--- src/rtl/mem_loader_pkg.sv ---
// Shared types and constants for the external memory loader:
// FSM state encoding, word geometry and the little-endian byte-insert helper.
package mem_loader_pkg;

  typedef enum logic [2:0] {
    IDLE    = 3'd0,
    COLLECT = 3'd1,
    WRITE   = 3'd2,
    FINISH  = 3'd3,
    ERROR   = 3'd4
  } state_t;

  localparam int WORD_BYTES = 4;
  localparam int ADR_STRIDE = 4;
  localparam int WORD_W     = 8 * WORD_BYTES;
  localparam int BCNT_W     = $clog2(WORD_BYTES);

  // Place byte `data` into lane `idx` of `word`; lane k occupies bits [8k+7:8k].
  function automatic logic [WORD_W-1:0] insert_byte(
    input logic [WORD_W-1:0] word,
    input logic [BCNT_W-1:0] idx,
    input logic [7:0]        data
  );
    logic [WORD_W-1:0] res;
    res = word;
    res[8*idx +: 8] = data;
    return res;
  endfunction

endpackage

--- src/rtl/byte_packer.sv ---
// Packs accepted bytes little-endian into a 32-bit word; o_word/o_word_full are
// combinational on the accepting cycle so the FSM can enter WRITE on the next edge.
module byte_packer
  import mem_loader_pkg::*;
(
  input  logic              clk,
  input  logic              reset,
  input  logic              i_accept,
  input  logic [7:0]        i_data,
  input  logic              i_clear,
  output logic [WORD_W-1:0] o_word,
  output logic              o_word_full
);

  logic [BCNT_W-1:0] r_cnt;
  logic [WORD_W-1:0] r_word;
  logic [WORD_W-1:0] w_word_next;

  assign w_word_next = insert_byte(r_word, r_cnt, i_data);
  assign o_word      = i_accept ? w_word_next : r_word;
  assign o_word_full = i_accept && (r_cnt == BCNT_W'(WORD_BYTES - 1));

  // The lane counter wraps to 0 on the last byte, so a full word leaves it ready for the next.
  always_ff @(posedge clk or negedge reset) begin
    if (!reset) begin
      r_cnt  <= '0;
      r_word <= '0;
    end else if (i_clear) begin
      r_cnt  <= '0;
      r_word <= '0;
    end else if (i_accept) begin
      r_cnt  <= r_cnt + 1'b1;
      r_word <= w_word_next;
    end
  end

endmodule

--- src/rtl/mem_loader.sv ---
// Streams bytes into 32-bit words and writes them to data memory while holding the CPU in reset.
// One write cycle per word (4 bytes per 5 cycles sustained); in_ready drops outside COLLECT.
module mem_loader
  import mem_loader_pkg::*;
#(
  parameter int TIMEOUT_CYCLES = 65535
) (
  input  logic        clk,
  input  logic        reset,
  input  logic        start,
  input  logic [31:0] base_adr,
  input  logic [15:0] word_count,
  input  logic        in_valid,
  input  logic [7:0]  in_data,
  output logic        in_ready,
  output logic        cpu_reset,
  output logic        Ext_MemWrite,
  output logic [31:0] Ext_DataAdr,
  output logic [31:0] Ext_WriteData,
  output logic        busy,
  output logic        done,
  output logic        err
);

  localparam int IDLE_W = $clog2(TIMEOUT_CYCLES + 1);

  state_t            r_state;
  logic [15:0]       r_count;
  logic [15:0]       r_word_idx;
  logic [IDLE_W-1:0] r_idle_cnt;
  logic [31:0]       r_adr;
  logic [31:0]       r_wdata;
  logic              r_mem_write;
  logic              r_cpu_reset;
  logic              r_busy;
  logic              r_done;
  logic              r_err;

  logic              w_accept;
  logic              w_start_ok;
  logic              w_clear;
  logic              w_word_full;
  logic [31:0]       w_packed;

  assign in_ready   = (r_state == COLLECT);
  assign w_accept   = in_valid && in_ready;
  assign w_start_ok = start && ((r_state == IDLE) || (r_state == ERROR));
  assign w_clear    = (r_state == WRITE) || (r_state == ERROR) || w_start_ok;

  byte_packer u_packer (
    .clk         (clk),
    .reset       (reset),
    .i_accept    (w_accept),
    .i_data      (in_data),
    .i_clear     (w_clear),
    .o_word      (w_packed),
    .o_word_full (w_word_full)
  );

  always_ff @(posedge clk or negedge reset) begin
    if (!reset) begin
      r_state     <= IDLE;
      r_count     <= '0;
      r_word_idx  <= '0;
      r_idle_cnt  <= '0;
      r_adr       <= '0;
      r_wdata     <= '0;
      r_mem_write <= 1'b0;
      r_cpu_reset <= 1'b0;
      r_busy      <= 1'b0;
      r_done      <= 1'b0;
      r_err       <= 1'b0;
    end else begin
      r_mem_write <= 1'b0;
      r_done      <= 1'b0;
      unique case (r_state)
        IDLE, ERROR: begin
          if (start) begin
            r_count     <= word_count;
            r_word_idx  <= '0;
            r_idle_cnt  <= '0;
            r_adr       <= base_adr;
            r_err       <= 1'b0;
            r_busy      <= 1'b1;
            r_cpu_reset <= 1'b1;
            if (word_count == 16'd0) begin
              r_state <= FINISH;
              r_done  <= 1'b1;
            end else begin
              r_state <= COLLECT;
            end
          end
        end
        COLLECT: begin
          if (w_word_full) begin
            r_state     <= WRITE;
            r_mem_write <= 1'b1;
            r_wdata     <= w_packed;
            r_idle_cnt  <= '0;
          end else if (w_accept) begin
            r_idle_cnt <= '0;
          end else if (r_idle_cnt == IDLE_W'(TIMEOUT_CYCLES - 1)) begin
            // Abandon the partial word; cpu_reset stays high so a broken image never runs.
            r_state <= ERROR;
            r_err   <= 1'b1;
            r_busy  <= 1'b0;
            r_adr   <= '0;
          end else begin
            r_idle_cnt <= r_idle_cnt + 1'b1;
          end
        end
        WRITE: begin
          if (r_word_idx == r_count - 16'd1) begin
            r_state <= FINISH;
            r_done  <= 1'b1;
          end else begin
            r_state    <= COLLECT;
            r_word_idx <= r_word_idx + 16'd1;
            r_adr      <= r_adr + 32'(ADR_STRIDE);
            r_idle_cnt <= '0;
          end
        end
        FINISH: begin
          r_state     <= IDLE;
          r_busy      <= 1'b0;
          r_cpu_reset <= 1'b0;
          r_adr       <= '0;
        end
        default: begin
          r_state     <= IDLE;
          r_busy      <= 1'b0;
          r_cpu_reset <= 1'b0;
          r_adr       <= '0;
        end
      endcase
    end
  end

  assign Ext_MemWrite  = r_mem_write;
  assign Ext_DataAdr   = r_adr;
  assign Ext_WriteData = r_wdata;
  assign cpu_reset     = r_cpu_reset;
  assign busy          = r_busy;
  assign done          = r_done;
  assign err           = r_err;

endmodule

--- config.mk ---
export PLATFORM = sky130hd
export DESIGN_NAME = mem_loader
export DESIGN_NICKNAME = d
export VERILOG_FILES = /design/src/rtl/mem_loader_pkg.sv /design/src/rtl/byte_packer.sv /design/src/rtl/mem_loader.sv
export SDC_FILE = /design/constraint.sdc
export NUM_CORES = 1
export LEC_CHECK = 0
export CAP_MARGIN = 20
export CORE_MARGIN = 1
export CORE_UTILIZATION = 50
export DETAILED_ROUTE_END_ITERATION = 16
export DONT_BUFFER_PORTS = 1
export HOLD_SLACK_MARGIN = 0.08
export PLACE_DENSITY = 0.68
export REMOVE_ABC_BUFFERS = 1
export SYNTH_ARGS = -nofsm -noshare
export SYNTH_HDL_FRONTEND = slang
export SYNTH_SLANG_ARGS = --single-unit
--- constraint.sdc ---
create_clock -name clk -period 2.9 [get_ports clk]
set_clock_uncertainty 0.05 [all_clocks]
set_input_delay 0.58 -clock clk [delete_from_list [all_inputs] [get_ports clk]]
set_output_delay 0.58 -clock clk [all_outputs]
set_load 0.01 [all_outputs]
==> impl_results.md, run 1 <==
* Status: finished with violations
* Violated checks: hold timing
* Design Area, Final at around 9300 sq um
* Finished Layout Cells at 1,159
* CP arrival at ~3100 ps
* Core Rows at 46
* Synth Cell Area at about 8100 sq um
* Die height at around 130 microns
* CP required at about 3200 ps
* CP cell instances: or4_4 > or4_1 > a2111o_1 > a22oi_2 > nand4_1 > buf_4 > nand3_4 > mux2_4
* Distinct cells, synth at 67
* I/O Pins at 130
* First-pass GRT wire length at around 33 mm
* Mux cell area share after synthesis at slightly above 1%
* Core Box Area at about 16,000 sq um
* Area after DPL at 8480 sq um
* Clock Sinks at about 150
* Maximum vdd drop at 607 uV
* Initial DRT Pass Iterations at 5
* Layout Nets at around 1,000
* Input/output buffers at 0
* RR Startpoint: r_count[8]
* Placer Congestion at approximately 0.85
* Initial antenna violation count at 0
* Longest Clk Path Bufs at 2
* Residual overflow from global routing at 0
* Crit path max fanout at 4
* Area growth, synth to finish at 14.6%
* Most used DFF post-synth: dfrtp_1
* Main area contributors after synthesis: dfrtp_1 (48%), a21oi_1 (6.2%), nor2_1 (5.2%)
* Synth Area per Inst at approximately 9 sq um
* Post-route DRC at 0
* Slowest-stage cell, CP: or4_4
* Cell leakage power at about 4.2 nW
* Yosys warning count at 0
* Antenna-violating nets left at 0
* Diodes inserted at 0
* Cell taking the most area after synthesis: dfrtp_1
* Area of the multi-input gates at approximately 4100 sq um
* Slew Viols, Final at 0
* Post-Synth XOR/XNOR Area at 2.12%
* Worst slew margin at 47.1%
* Worst skew pair latency at ~440 ps
* Number of global-route vias before repair at ~6,500
* Post-synth EDFFs at 0
* Max-cap violations at 0
* R2r endpoint: r_idle_cnt[1]
* DIE WIDTH at 129 microns
* Crit end category: flip-flop
* Actual slew at the worst max-slew pin at 788 ps
* Post-synth top area share at between 40% and 50%
* Mapped Cells at 921
* Hold_ws at -208 ps
* R2R setup slack at between 40 and 50 ps
* Largest family of logic cells by synthesized area: simple AND/OR/NAND/NOR gates
* Clk root buf: clkbuf_16
* Area share of fa/ha/maj cells after synthesis at between 1.5 and 2%
* Via count at 6,965
* Biggest cell delay along the critical path at roughly 540 ps
* Compound-Gate Fraction of Synth Area at a little under a fifth
* H-tree depth at 4
* Initial core utilization at about half
* Placed Cells at 1,126
* PD cells at 903 nW/um^2
* CTS buffer count at 17
* Worst path buffer plus inverter count at 1
* Synth Area in Simple Gates at around a quarter
* Worst-path clk slew at 70 ps
* WS Path Type: reg -> reg
* Synth top cells by count: dfrtp_1 (154), nor2_1 (112), a21oi_1 (100)
* Delay-heaviest family, CP: simple AND/OR/NAND/NOR gates
* Pin count of the biggest net entering global routing at between 150 and 200
* Max Freq at ~0.35 GHz
* Reg area at a little under 4000 sq um
* Wirelength per Cell at around 18 microns
* Final hold violation count at 154
* Via density at between 6 and 7
* Drt initial violations at 555
* # fillers at 1,392
* TritonCTS clock tree: yes
* Setup violations, final at 0
* RSZ-0062 raised after global routing: yes
* Setup crit start kind: flip-flop
* Final Routed Wirelength at just over 20 mm
* R2R depth at 8
* Final Util at between 50% and 60%
* Tcrit/Tclk final at between 90% and 100%
* Worst min path class: in -> async
* Async SR Flop Fraction at between 90% and 100%
* Crit path time final at around 2900 ps
* Post-DP HPWL at around 14 mm
* DIE AREA at 16,700 sq um
* Register bit count reported by yosys at 154
* Layout cells sized above 1 at approximately 11%
* Total track usage at between 20% and 30%
* Count leader, synth: dfrtp_1
* Register area share after synthesis at 47.6%
==> placed cells by master (no fill, tap or decap), drive strengths merged, types with 7 or more instances in the layout <==
cell type,count
nand2b,8
a22oi,9
and3,43
nor4,20
ha,11
a21o,14
o31ai,25
or3,16
xor2,9
and2,7
inv,25
o21ai,73
nand3,37
xnor2,8
a21oi,100
nor2,112
nor3,19
nand4,21
clkinv,8
clkbuf,19
dfrtp,154
buf,44
nand2,85
==> how the worst max path moves through the flow <==
stage	startpoint	to	slack (ps)	depth (start not counted)
2_1_floorplan	r_count[8]	Ext_DataAdr[10]	-510	7
3_3_place_gp	r_count[8]	r_idle_cnt[2]	-50	9
3_5_place_dp	r_count[0]	r_idle_cnt[1]	-90	10
4_1_cts	r_count[0]	r_word_idx[11]	0.4	11
5_1_grt	r_count[8]	r_word_idx[15]	-20	9
6_report	r_count[8]	r_idle_cnt[1]	40	8
==> sequential cells by signal, summed over array words and instances, names as in the netlist, 2 cells and up <==
register / flops
Ext_DataAdr: 32
Ext_WriteData: 32
r_count: 16
r_idle_cnt: 16
r_state: 3
r_word_idx: 16
u_packer.r_cnt: 2
u_packer.r_word: 32
==> per-stage QoR <==
step	setup TNS, ps	setup slack (ps)	power (mW)
after floorplan	-19250	-509	5.00
after global placement	-358	-51.0	5.91
after detailed placement	-1640	-93.4	5.96
after CTS	0	0.408	8.28
after global routing	-86.1	-23.5	8.92
final	0	44.1	8.38
==> timing repair <==
| action | in CTS | in global routing |
|---|---|---|
| hold endpoints to repair | 154 | 154 |
| pin swaps | 5 | 4 |
| setup endpoints to repair | 52 | 59 |
| gates resized for setup | 9 | 29 |
| gates cloned | 0 | 1 |
| buffers inserted | 0 | 0 |
==> where the power goes <==
group	internal, mW	switching [mW]	total, mW
registers	2.71	0.742	3.45
clock network	1.19	1.04	2.23
logic	1.10	1.60	2.70
total	4.99	3.39	8.38
==> final cells by class <==
class | count | share of cell area, %
inverters | 19 | 0.768
multi-input cells | 693 | 43.8
well taps | 216 | 2.91
clock inverters | 14 | 1.91
flip-flops and latches | 154 | 41.5
repair buffers | 45 | 4.35
clock buffers | 18 | 4.73
==> logic make-up (layout without fill, tap and decap cells) <==
logic type | after synthesis | in the layout
simple gates | 398 | 398
compound gates | 258 | 258
flops | 154 | 154
buf+inv | 74 | 96
xor+xnor | 18 | 18
fa+ha+maj | 11 | 11
mux | 8 | 8
==> routing by layer <==
metal	GRT usage [%]	share of wire [%]	wire length, microns	up-vias
met2	40.5	47	9760	230
met4	7.06	1.2	242	0
met1	33.3	45	9160	3351
met3	6.52	6.9	1420	26
met5	0	0	0	-
li1	-	-	-	3358
Power figures use the tool's default switching activity.
==> inputs of run 2 (changes only) <==
--- a/config.mk
+++ b/config.mk
@@ -15,4 +15,5 @@
 export REMOVE_ABC_BUFFERS = 1
 export SYNTH_ARGS = -nofsm -noshare
 export SYNTH_HDL_FRONTEND = slang
+export SYNTH_HIERARCHICAL = 1
 export SYNTH_SLANG_ARGS = --single-unit
==> run 2 against run 1 <==
  * The flow finishes with violations (hold timing, setup timing)
  * Sequential power down 7.0%
  * Total power down 1.3%
  * Sequential cell count unchanged
  * Cell count unchanged
  * First-iteration DRC count up 6.5%
  * Clock-buffer cell count up 1
  * Design area up 8.0%
  * Via count up 3.6%
  * Critical endpoint is now Ext_DataAdr[2]
  * Largest cell class unchanged
==> impl_results.md, run 2 <==
* Status: finished with violations
* Distinct cells, synth at 66 (-1.5%)
* Internal at 5.00 mW (+0.11%)
* RR Startpoint: r_count[0]
* Pin count of the biggest net entering global routing at 155 (unchanged)
* Crit path max fanout at 6 (+2)
* Psw at 3.27 mW (-3.4%)
* Post-synth top area share at 46.1% (-1.5 points)
* Finished Layout Cells at 1,159 (unchanged)
* CP arrival at 3280 ps (+160 ps)
* DIE WIDTH at 131 microns (+1.6%)
* Worst skew pair latency at 440 ps (about the same)
* Post-DP HPWL at 14.6 mm (+5.7%)
* TritonCTS clock tree: yes
* Yosys warning count at 6 (+6)
* Post-synth EDFFs at 0 (unchanged)
* Pre-CTS setup slack at -155 ps (-61.5 ps)
* Number of global-route vias before repair at 6,892 (+5.4%)
* CTS buffer count at 17 (unchanged)
* Placer Congestion at 0.846 (-0.52%)
* Input/output buffers at 0 (unchanged)
* I/O Pins at 130 (unchanged)
* Total track usage at 25.9% (+0.86 points)
* PD cells at 826 nW/um^2 (-8.6%)
* Slew Viols, Final at 0 (unchanged)
* First-pass GRT wire length at 36.1 mm (+9.5%)
* Initial core utilization at 51.9% (+0.73 points)
* Clock Sinks at 154 (unchanged)
* Violated checks: hold timing, setup timing
* Async SR Flop Fraction at 100% (unchanged)
* Final hold violation count at 154 (unchanged)
* Initial DRT Pass Iterations at 5 (unchanged)
* H-tree depth at 4 (unchanged)
* Setup violations, final at 46 (+46)
* Total negative slack at -1540 ps (-1540 ps)
* Diodes inserted at 0 (unchanged)
* Register area share after synthesis at 46.1% (-1.5 points)
* Mapped Cells at 899 (-2.4%)
* Cell taking the most area after synthesis: dfrtp_1
* Area growth, synth to finish at 19.8%
* Placed Cells at 1,114 (-1.1%)
* Clk root buf: clkbuf_16
* Post-route DRC at 0 (unchanged)
* DIE AREA at 17,200 sq um (+3.2%)
* Hold_ws at -214 ps (-6.09 ps)
* CP startpoint: r_count[0]
* Sw frac at 39.6% (-0.86 points)
* Final Routed Wirelength at 22.7 mm (+10%)
* Longest Clk Path Bufs at 2 (unchanged)
* Via density at 6.23 (+3.6%)
* Layout Nets at 1,000 (-0.10%)
* # fillers at 1,352 (-2.9%)
* Cell leakage power at 4.41 nW (+4.6%)
* Main area contributors after synthesis: dfrtp_1 (46%), mux2_2 (4.6%), nand2_1 (4.5%)
* Synth top cells by count: dfrtp_1 (154), nand2_1 (100), nor2_1 (80)
* Initial antenna violation count at 0 (unchanged)
* Count leader, synth: dfrtp_1
* Synth Area per Inst at 9.30 sq um (+5.8%)
* Via count at 7,216 (+3.6%)
* Wirelength per Cell at 19.6 microns (+10%)
* Actual slew at the worst max-slew pin at 788 ps (+0.288 ps)
* RSZ-0062 raised after global routing: yes
* Layout cells sized above 1 at 21.4% (+10 points)
* Max Freq at 0.332 GHz (-5.2%)
* Drt initial violations at 591 (+6.5%)
* Worst slew margin at 47.3% (+0.26 points)
* Residual overflow from global routing at 0 (unchanged)
* Register bit count reported by yosys at 154 (unchanged)
* Worst-path clk slew at 70 ps (about the same)
* Crit path time final at 3010 ps (+156 ps)
* Clk pwr share at 26.4% (-0.2 points)
* Setup WS post-layout at -112 ps (-156 ps)
* CP required at 3170 ps (about the same)
* Worst min path class: in -> async
* Tcrit/Tclk final at 104% (+5.4 points)
* Sequential power share at 38.8% (-2.3 points)
* Core Box Area at 16,100 sq um (+1.8%)
* Area after DPL at 8770 sq um (+3.5%)
* Maximum vdd drop at 564 uV (-7.2%)
* Core Rows at 46 (unchanged)
* Design Area, Final at 10,000 sq um (+8.0%)
* Crit end category: flip-flop
* Most frequent cells in the layout: dfrtp_1 (154), nand2_1 (100), nor2_1 (79)
* Most used DFF post-synth: dfrtp_1
* Most common cell after layout, fill and taps aside: dfrtp_1
* Die height at 131 microns (+1.6%)
* WS Path Type: reg -> reg
* Setup crit start kind: flip-flop
* Antenna-violating nets left at 0 (unchanged)
* Synth Cell Area at 8360 sq um (+3.3%)
* Gate power share at 34.9% (+2.7 points)
* Max-cap violations at 0 (unchanged)
[run 2: area by class of cell]
cell class | instances | area, sq um | share of cell area (%)
multi-input combinational | 653 | 4540 | 45.3
sequential | 154 | 3850 | 38.5
timing repair buffer | 61 | 623 | 6.22
clock buffer | 19 | 453 | 4.52
tap | 216 | 270 | 2.70
inverter | 43 | 161 | 1.61
clock inverter | 13 | 123 | 1.22
[run 2: metrics by stage]
| stage | total power, mW | util [%] |
|---|---|---|
| 6_report | 8.27 | 62.2 |
| 5_1_grt | 8.73 | 62.2 |
| 4_1_cts | 7.90 | 58.4 |
| 3_5_place_dp | 5.66 | 54.4 |
| 3_3_place_gp | 5.61 | 54.4 |
| 2_1_floorplan | 4.77 | - |
[run 2: cells by family (layout without fill, tap and decap cells)]
kind of cell    count (synthesis)  after routing  share of synthesized area [%]
compound gates                230            230                           19.1
xor+xnor                       19             19                           1.99
fa+ha+maj                      10             10                           1.50
buf+inv                        92            136                           4.70
flops                         154            154                           46.1
mux                            39             39                           5.19
simple gates                  355            355                           21.4
[run 2: path summary, 6_finish.rpt]
kind / end / slack, ps / cells past startpoint
max in group asynchronous: Ext_DataAdr[30] / 2710 / 0
min in group clk: r_count[2] / 200 / 2
worst max-delay path: Ext_DataAdr[2] / -110 / 10
worst min register to register: u_packer/r_word[13] / 460 / 2
worst max register to register: Ext_DataAdr[2] / -110 / 10
worst min-delay path: Ext_WriteData[26] / -210 / 0
[run 2: layer usage]
| layer | global-route usage [%] | part of all wire (%) |
|---|---|---|
| met1 | 34.5 | 43 |
| met2 | 41.3 | 48 |
| met3 | 5.71 | 6.5 |
| met4 | 10.0 | 2.2 |
| met5 | 0 | 0 |
[run 2: worst max-delay path: stages (launching register included)]
cell and delay, ps:
dfrtp_1 390, inv_2 80, ha_4 130, or4b_4 500, or4_4 450, a21oi_4 200, o22ai_4 100, nor4_4 280
buf_6 170, or2_4 230, mux2_4 310
[run 2: power groups by stage]
stage                     clock network [mW]  registers [mW]  logic, mW
after floorplan                            0            3.12       1.65
after global placement                     0            3.20       2.40
after detailed placement                   0            3.22       2.45
after CTS                               2.22            3.19       2.49
after global routing                    2.30            3.28       3.15
final                                   2.18            3.21       2.88
[run 2: what timing repair did]
action	in CTS	in global routing
pin swaps	9	37
endpoints found under the hold margin	154	154
endpoints found under the setup margin	58	62
resized for setup	19	112
cloned	0	5
buffers inserted	1	7
